### config.mk
export PLATFORM = sky130hd
export DESIGN_NAME = ref_sc_fifo_rd_stream_flat
export DESIGN_NICKNAME = d
export VERILOG_FILES = /design/src/rtl/ref_sc_fifo_rd_stream_pkg.sv /design/src/rtl/ref_sc_fifo_rd_stream_if.sv /design/src/rtl/ref_sc_fifo_rd_stream.sv /design/src/flat_wrapper.sv
export SDC_FILE = /design/constraint.sdc
export NUM_CORES = 1
export LEC_CHECK = 0
export ABC_AREA = 1
export BUFFER_PORTS_ARGS = -buffer_cell sky130_fd_sc_hd__buf_2
export CORE_ASPECT_RATIO = 1.75
export CORE_UTILIZATION = 58
export CTS_CLUSTER_DIAMETER = 200
export CTS_CLUSTER_SIZE = 16
export DETAILED_ROUTE_END_ITERATION = 10
export PLACE_DENSITY = 0.9
export SETUP_SLACK_MARGIN = 0.2
export SLEW_MARGIN = 20
export SYNTH_ARGS = -nofsm -noshare
export SYNTH_HDL_FRONTEND = slang
export SYNTH_SLANG_ARGS = --single-unit
export TNS_END_PERCENT = 100
### constraint.sdc
create_clock -name clk -period 2.3 [get_ports clk]
set_input_delay 0.23 -clock clk [delete_from_list [all_inputs] [get_ports clk]]
set_output_delay 0.23 -clock clk [all_outputs]
set_load 0.02 [all_outputs]
### src/rtl/ref_sc_fifo_rd_stream_pkg.sv
// Shared types and constants for the FIFO read-side drain engine.
// The engine and its interface both import this package.
package ref_sc_fifo_rd_stream_pkg;

    typedef enum logic {
        FETCH_OK = 1'b0,
        GAP      = 1'b1
    } gap_state_e;

    localparam int         SKID_DEPTH = 2;
    localparam logic [1:0] SKID_FULL  = 2'(SKID_DEPTH);

    // Occupancy after one cycle with an optional push and an optional pop.
    function automatic logic [1:0] skid_level_next(input logic [1:0] lvl,
                                                   input logic       push,
                                                   input logic       pop);
        return lvl + {1'b0, push} - {1'b0, pop};
    endfunction

endpackage

### src/rtl/ref_sc_fifo_rd_stream_if.sv
// Bundle of FIFO read-port and downstream stream signals.
// The engine connects through the master modport; the FIFO/sink side uses the slave modport.
interface ref_sc_fifo_rd_stream_if #(
    parameter int DATA_WIDTH = 72,
    parameter int ADDR_WIDTH = 4,
    parameter int CNT_WIDTH  = 32
);
    logic                  fifo_rd_empty;
    logic [ADDR_WIDTH:0]   fifo_rd_level;
    logic [DATA_WIDTH-1:0] fifo_rd_data;
    logic                  fifo_rd_ack;
    logic                  out_valid;
    logic [DATA_WIDTH-1:0] out_data;
    logic                  out_ready;
    logic [1:0]            buf_level;
    logic [CNT_WIDTH-1:0]  word_count;

    modport master (
        input  fifo_rd_empty, fifo_rd_level, fifo_rd_data, out_ready,
        output fifo_rd_ack, out_valid, out_data, buf_level, word_count
    );

    modport slave (
        output fifo_rd_empty, fifo_rd_level, fifo_rd_data, out_ready,
        input  fifo_rd_ack, out_valid, out_data, buf_level, word_count
    );
endinterface

### src/rtl/ref_sc_fifo_rd_stream.sv
// Drains a latency-1 shallow-RAM FIFO into a registered valid/ready stream
// through a 2-entry skid buffer, and counts words accepted downstream.
module ref_sc_fifo_rd_stream
    import ref_sc_fifo_rd_stream_pkg::*;
#(
    parameter int DATA_WIDTH    = 72,
    parameter int ADDR_WIDTH    = 4,
    parameter int EN_LOOK_AHEAD = 0,
    parameter int CNT_WIDTH     = 32
) (
    input  logic clk,
    input  logic rst,
    input  logic flush,
    ref_sc_fifo_rd_stream_if.master bus
);

    logic [DATA_WIDTH-1:0] e0_q, e0_d;
    logic [DATA_WIDTH-1:0] e1_q, e1_d;
    logic [1:0]            lvl_q, lvl_d;
    logic                  valid_q, valid_d;
    logic [CNT_WIDTH-1:0]  cnt_q, cnt_d;
    gap_state_e            gap_q;
    logic                  ack;
    logic                  pop;
    logic [ADDR_WIDTH:0]   unused_level;

    // FIFO occupancy is reported for status only; control never looks at it.
    assign unused_level = bus.fifo_rd_level;

    // The fetch decision depends only on registered state, so out_ready never
    // reaches fifo_rd_ack and a full buffer never fetches, even while popping.
    assign ack = !bus.fifo_rd_empty && (gap_q == FETCH_OK) && (lvl_q < SKID_FULL) && !flush;
    assign pop = valid_q && bus.out_ready;

    always_comb begin
        e0_d  = e0_q;
        e1_d  = e1_q;
        lvl_d = lvl_q;
        cnt_d = cnt_q;
        if (flush) begin
            lvl_d = 2'd0;
        end else begin
            if (pop) begin
                e0_d  = e1_q;
                cnt_d = cnt_q + CNT_WIDTH'(1);
            end
            // Land the fetched word in the first slot still free after this cycle's pop.
            if (ack) begin
                if (lvl_q == 2'd0 || pop) begin
                    e0_d = bus.fifo_rd_data;
                end else begin
                    e1_d = bus.fifo_rd_data;
                end
            end
            lvl_d = skid_level_next(lvl_q, ack, pop);
        end
        valid_d = (lvl_d != 2'd0);
    end

    always_ff @(posedge clk) begin
        if (rst) begin
            e0_q    <= '0;
            e1_q    <= '0;
            lvl_q   <= 2'd0;
            valid_q <= 1'b0;
            cnt_q   <= '0;
        end else begin
            e0_q    <= e0_d;
            e1_q    <= e1_d;
            lvl_q   <= lvl_d;
            valid_q <= valid_d;
            cnt_q   <= cnt_d;
        end
    end

    // Without look-ahead the FIFO needs one idle cycle after every pop.
    always_ff @(posedge clk) begin
        if (rst || flush || EN_LOOK_AHEAD != 0) begin
            gap_q <= FETCH_OK;
        end else begin
            case (gap_q)
                FETCH_OK: if (ack) gap_q <= GAP;
                GAP:      gap_q <= FETCH_OK;
                default:  gap_q <= FETCH_OK;
            endcase
        end
    end

    assign bus.fifo_rd_ack = ack;
    assign bus.out_valid   = valid_q;
    assign bus.out_data    = e0_q;
    assign bus.buf_level   = lvl_q;
    assign bus.word_count  = cnt_q;

endmodule

### src/flat_wrapper.sv
// flat-port wrapper written by rule: the top's interface ports become plain ports
module ref_sc_fifo_rd_stream_flat import ref_sc_fifo_rd_stream_pkg::*;
#(
    parameter int DATA_WIDTH    = 72,
    parameter int ADDR_WIDTH    = 4,
    parameter int EN_LOOK_AHEAD = 0,
    parameter int CNT_WIDTH     = 32
)
  (clk, rst, flush, bus_fifo_rd_empty, bus_fifo_rd_level, bus_fifo_rd_data, bus_out_ready, bus_fifo_rd_ack, bus_out_valid, bus_out_data, bus_buf_level, bus_word_count);
  ref_sc_fifo_rd_stream_if #(.DATA_WIDTH(DATA_WIDTH), .ADDR_WIDTH(ADDR_WIDTH), .CNT_WIDTH(CNT_WIDTH)) bus_i ();
  input  logic clk;
  input  logic rst;
  input  logic flush;
  input wire logic [$bits(bus_i.fifo_rd_empty)-1:0] bus_fifo_rd_empty;
  input wire logic [$bits(bus_i.fifo_rd_level)-1:0] bus_fifo_rd_level;
  input wire logic [$bits(bus_i.fifo_rd_data)-1:0] bus_fifo_rd_data;
  input wire logic [$bits(bus_i.out_ready)-1:0] bus_out_ready;
  output wire logic [$bits(bus_i.fifo_rd_ack)-1:0] bus_fifo_rd_ack;
  output wire logic [$bits(bus_i.out_valid)-1:0] bus_out_valid;
  output wire logic [$bits(bus_i.out_data)-1:0] bus_out_data;
  output wire logic [$bits(bus_i.buf_level)-1:0] bus_buf_level;
  output wire logic [$bits(bus_i.word_count)-1:0] bus_word_count;
  assign bus_i.fifo_rd_empty = bus_fifo_rd_empty;
  assign bus_i.fifo_rd_level = bus_fifo_rd_level;
  assign bus_i.fifo_rd_data = bus_fifo_rd_data;
  assign bus_i.out_ready = bus_out_ready;
  assign bus_fifo_rd_ack = bus_i.fifo_rd_ack;
  assign bus_out_valid = bus_i.out_valid;
  assign bus_out_data = bus_i.out_data;
  assign bus_buf_level = bus_i.buf_level;
  assign bus_word_count = bus_i.word_count;
  ref_sc_fifo_rd_stream #(.DATA_WIDTH(DATA_WIDTH), .ADDR_WIDTH(ADDR_WIDTH), .EN_LOOK_AHEAD(EN_LOOK_AHEAD), .CNT_WIDTH(CNT_WIDTH)) u_core (.clk(clk), .rst(rst), .flush(flush), .bus(bus_i));
endmodule
# == After elaboration in Yosys (flattened, before gate mapping) ==
# Cells that the tools add are included.
# totals
ff_bits,180
in_bits,82
out_inout_bits,108
# classes
add_sub_neg,3
n_lt_le_gt_ge,1
mux,6
bitwise,3
n_reduce_logical,12
# op_table
operator,count
2-to-1 mux 72 bit,3
adder 32 x 1 -> 32 bit (second input constant),1
logical AND 1 bit,4
inverter 1 bit,3
AND reduction 3 bit,1
adder 2 x 1 -> 2 bit,1
zero test 1 bit,2
zero test 2 bit,1
logical OR 1 bit,2
< comparator 2 bit (second input constant),1
2-to-1 mux 2 bit,1
one-hot mux 1 bit (2 select lines),1
AND reduction 2 bit,1
nonzero test 2 bit,1
subtractor 2 x 1 -> 2 bit,1
2-to-1 mux 1 bit,1

# == Depth between registers and ports, before layout ==
# depth
ltp_word,8
ltp_mapped,10
mapped_depth_nobuf,10

# == Worst setup path after synthesis ==
# OpenSTA, ideal clock, no wires.
# synth_timing
path_kind,flip-flop to flip-flop
from,register u_core.cnt_q[0] (netlist: u_core.bus.word_count[0])
to,register u_core.cnt_q[20] (netlist: u_core.bus.word_count[20])
arrival_ps,1504
required_ps,2185
slack_ps,681
stages_incl_launch_ff,9
path_cell_list,dfxtp_1 ha_1 inv_1 nor2_1 nand2_1 nor2_1 nand4_1 nand2_1 nor2_1
# synth_via
elab_chain_len,1
# synth_lines
element,line,rtl
start: declaration,ref_sc_fifo_rd_stream.sv:21,"logic [CNT_WIDTH-1:0] cnt_q, cnt_d;"
start signal: assignment,ref_sc_fifo_rd_stream.sv:72,cnt_q <= cnt_d;
adder 32 x 1 -> 32 bit,ref_sc_fifo_rd_stream.sv:45,cnt_d = cnt_q + CNT_WIDTH'(1);
# Every way passes these cells.
# A chain may end at the register's enable or synchronous reset.

# == Worst setup path after layout ==
# layout_timing
from,register u_core.cnt_q[0] (netlist: u_core.bus.word_count[0])
to,register u_core.cnt_q[14] (netlist: u_core.bus.word_count[14])
# The elaborated chain is that of the path after synthesis.

==> flow_metrics.tcl <==
set metrics [dict create \
    initial_core_util 0.600 \
    yosysMostFrequentCell "nand2_1" \
    nets 1406 \
    h-tree-depth 4 \
    slew_violations 0 \
    start_kind "flip-flop" \
    synth-edff-count 0 \
    async_flop_share 0 \
    cts_sinks 180 \
    slowest_delay_ps 390 \
    synth_ff_type "dfxtp_1" \
    synth_common_cells "nand2_1, o21ai_0, dfxtp_1, nor2_1, inv_1" \
    yosysWarningCount 0 \
    crit_buf_inv 1 \
    crit_arrival_ps 2130 \
    grt_pass1_vias 7547 \
    swShare 0.267 \
    cp.required_ps 2610 \
    setup_tns_ps 0 \
    multi_input_area_um2 3790 \
    finClkSkew_ps 9.55 \
    ios 190 \
    yosysTopAreaCellShare 0.444 \
    syn_avg_cell_area_um2 6.90 \
    reg2reg_from "u_core.bus.word_count[0]$_SDFFE_PP0P_" \
    drc_errors 0 \
    antenna_found_initial 1 \
    p_leak_nw 4.15 \
    path_clk_slew_ps 70 \
    setup_viol 0 \
    fin_crit_sh 0.791 \
    syn-num-nets 1260 \
    drtIter0Drc 543 \
    cts_resized 0 \
    worst_pin_slew_ps 713 \
    ctsHoldBuffers 0 \
    hpwl_um 14500 \
    dieArea_um2 14500 \
    vdd_drop_max_mv 0.532 \
    cp-startpoint "u_core.bus.word_count[0]$_SDFFE_PP0P_" \
    finalHoldViolations 0 \
    rsz0062_at_grt "no" \
    area_delta_synth_final_pct 19.8 \
    grt_first_pass_wirelength_um 34500 \
    drtAntennaViolNets 0 \
    regArea_um2 3600 \
    yosysTopAreaCell "dfxtp_1" \
    max_freq_mhz 550 \
    path_cells "ha_1 > inv_1 > nor2_1 > nand3_1 > nor2_1 > nand2_1 > o21ai_0 > nor2_1" \
    pwr-share-clk 0.414 \
    clk_latency_ps 420 \
    postCtsSetupBuffers 0 \
    combPwrFrac 0.106 \
    wl_per_cell_um 14.1 \
    routed_wl_um 21400 \
    die_w_um 91.4 \
    relSlewSlack 0.525 \
    synth_area_um2 8110 \
    power_switching_mw 1.82 \
    cpMostUsedCell "nor2_1" \
    internal_power_mw 5.01 \
    worstHoldPathType "in -> reg" \
    status "finished clean" \
    vias_per_cell 5.43 \
    holdCritStartpoint "bus_fifo_rd_data[47]" \
    ys_ff_latch 180 \
    cts_buffer_depth 2 \
    num_vias 8201 \
    dr.pass1.iters 5 \
    place.gp.congestion 0.963 \
    power_density_nw_per_um2 703 \
    rows 56 \
    ys_seq_area_frac 0.444 \
    grt_max_degree 103 \
    seq_power_share 0.480 \
    io_buffers 184 \
    cp_slowest_cell "dfxtp_1" \
    drv_cap 0 \
    worstSetupEndpointType "flip-flop" \
    drive_gt1_frac 0.193 \
    syn_inst 1176 \
    root_buffer "clkbuf_16" \
    die_h_um 158 \
    cts_tree "yes" \
    synth.top_cells.by_area "dfxtp_1, nand2_1, o21ai_0" \
    fin_area_um2 9720 \
    crit_fanout 5 \
    gr-total-overflow 0 \
    yosysUniqueCellTypes 32 \
    finalCriticalPeriod_ps 1820 \
    track_usage 0.296 \
    cts_buffers 17 \
    critPathKind "reg -> reg" \
    core-area_um2 13500 \
    dpl_cell_area_um2 9140 \
    path_delay_family "simple AND/OR/NAND/NOR gates" \
    num-fill-cells 1118 \
]
## placed cells by master (no fill, tap or decap)
cell and n:
a21oi_1 80, o22ai_1 1, nand2_4 3, nor3b_1 1, clkbuf_16 17, buf_2 184, inv_2 4, inv_8 2
clkinv_8 1, buf_4 7, diode_2 1, clkinv_2 3, buf_12 7, nand4_1 8, clkinvlp_4 1, nor2_4 3
inv_6 6, nor3_1 4, o21ai_0 192, or2_1 1, nand3_2 1, o21ai_1 17, inv_1 108, xor2_1 2
dfxtp_1 180, nand3_1 57, nor2_1 119, o21a_1 2, nor2_2 4, or2_2 14, o211ai_1 27, a31oi_1 2
clkbuf_1 1, xnor2_1 1, or2_0 10, bufinv_16 1, ha_1 2, nand2_1 262
## state kept, by name (all words and copies together), names as in the netlist
register	cells
u_core.bus.word_count	32
u_core.e1_q	72
u_core.bus.buf_level	2
u_core.bus.out_data	72
u_core.bus.out_valid	1
u_core.gap_q	1
## power by group through the flow
stage	logic, mW	registers, mW	clock network (mW)
after global routing	0.799	3.29	3.01
after global placement	0.702	3.35	0
after detailed placement	0.719	3.35	0
after floorplan	0.361	3.44	0
final	0.723	3.28	2.83
after CTS	0.724	3.28	2.88
## logic make-up (layout without fill, tap and decap cells)
| kind of cell | after synthesis | in the layout | synth area share |
|---|---|---|---|
| and+or+nand+nor | 487 | 487 | 0.249 |
| AOI/OAI and AO/OA | 321 | 321 | 0.207 |
| buffers and inverters | 183 | 342 | 0.0936 |
| DFF | 180 | 180 | 0.444 |
| xor gates and xnor gates | 3 | 3 | 0.00324 |
| adders and majority gates | 2 | 2 | 0.00308 |
| other | 0 | 1 | 0 |
## through the flow
stage	hold slack, ps	cells	power, mW	setup slack [ps]	utilization
after floorplan	378	1176	3.80	681	-
after global placement	431	1477	4.05	555	0.676
after detailed placement	437	1477	4.07	495	0.676
after CTS	56.2	1509	6.88	479	0.718
after global routing	66.6	1510	7.10	315	0.719
final	75.1	1510	6.83	481	0.719
## cell type report
type,instances,area share
antenna,1,0.000258
clock buffer,18,0.0442
clock inverter,14,0.0148
inverter,112,0.0433
multi-input combinational,813,0.390
sequential,180,0.371
tap,174,0.0224
timing repair buffer,198,0.115
## per-layer routing
layer	GRT usage	vias up	part of all wire
li1	-	4107	-
met1	0.318	3711	0.38
met2	0.528	310	0.51
met3	0.0592	73	0.060
met4	0.187	0	0.052
met5	0	-	0
## tightest hold or removal path: stages
cell,delay [ps]
buf_2,90
nor2_1,40
o21ai_1,100
## worst paths after layout
path / end / slack [ps] / cells after the start
setup / recovery: u_core.bus.word_count[14]$_SDFFE_PP0P_ / 480 / 8
hold / removal: u_core.bus.out_data[47]$_SDFFE_PP0N_ / 80 / 3
setup reg to reg: u_core.bus.word_count[14]$_SDFFE_PP0P_ / 480 / 8
hold reg to reg: u_core.e1_q[53]$_SDFFE_PP0P_ / 450 / 2
No activity file was read; power rests on OpenSTA's default activity.
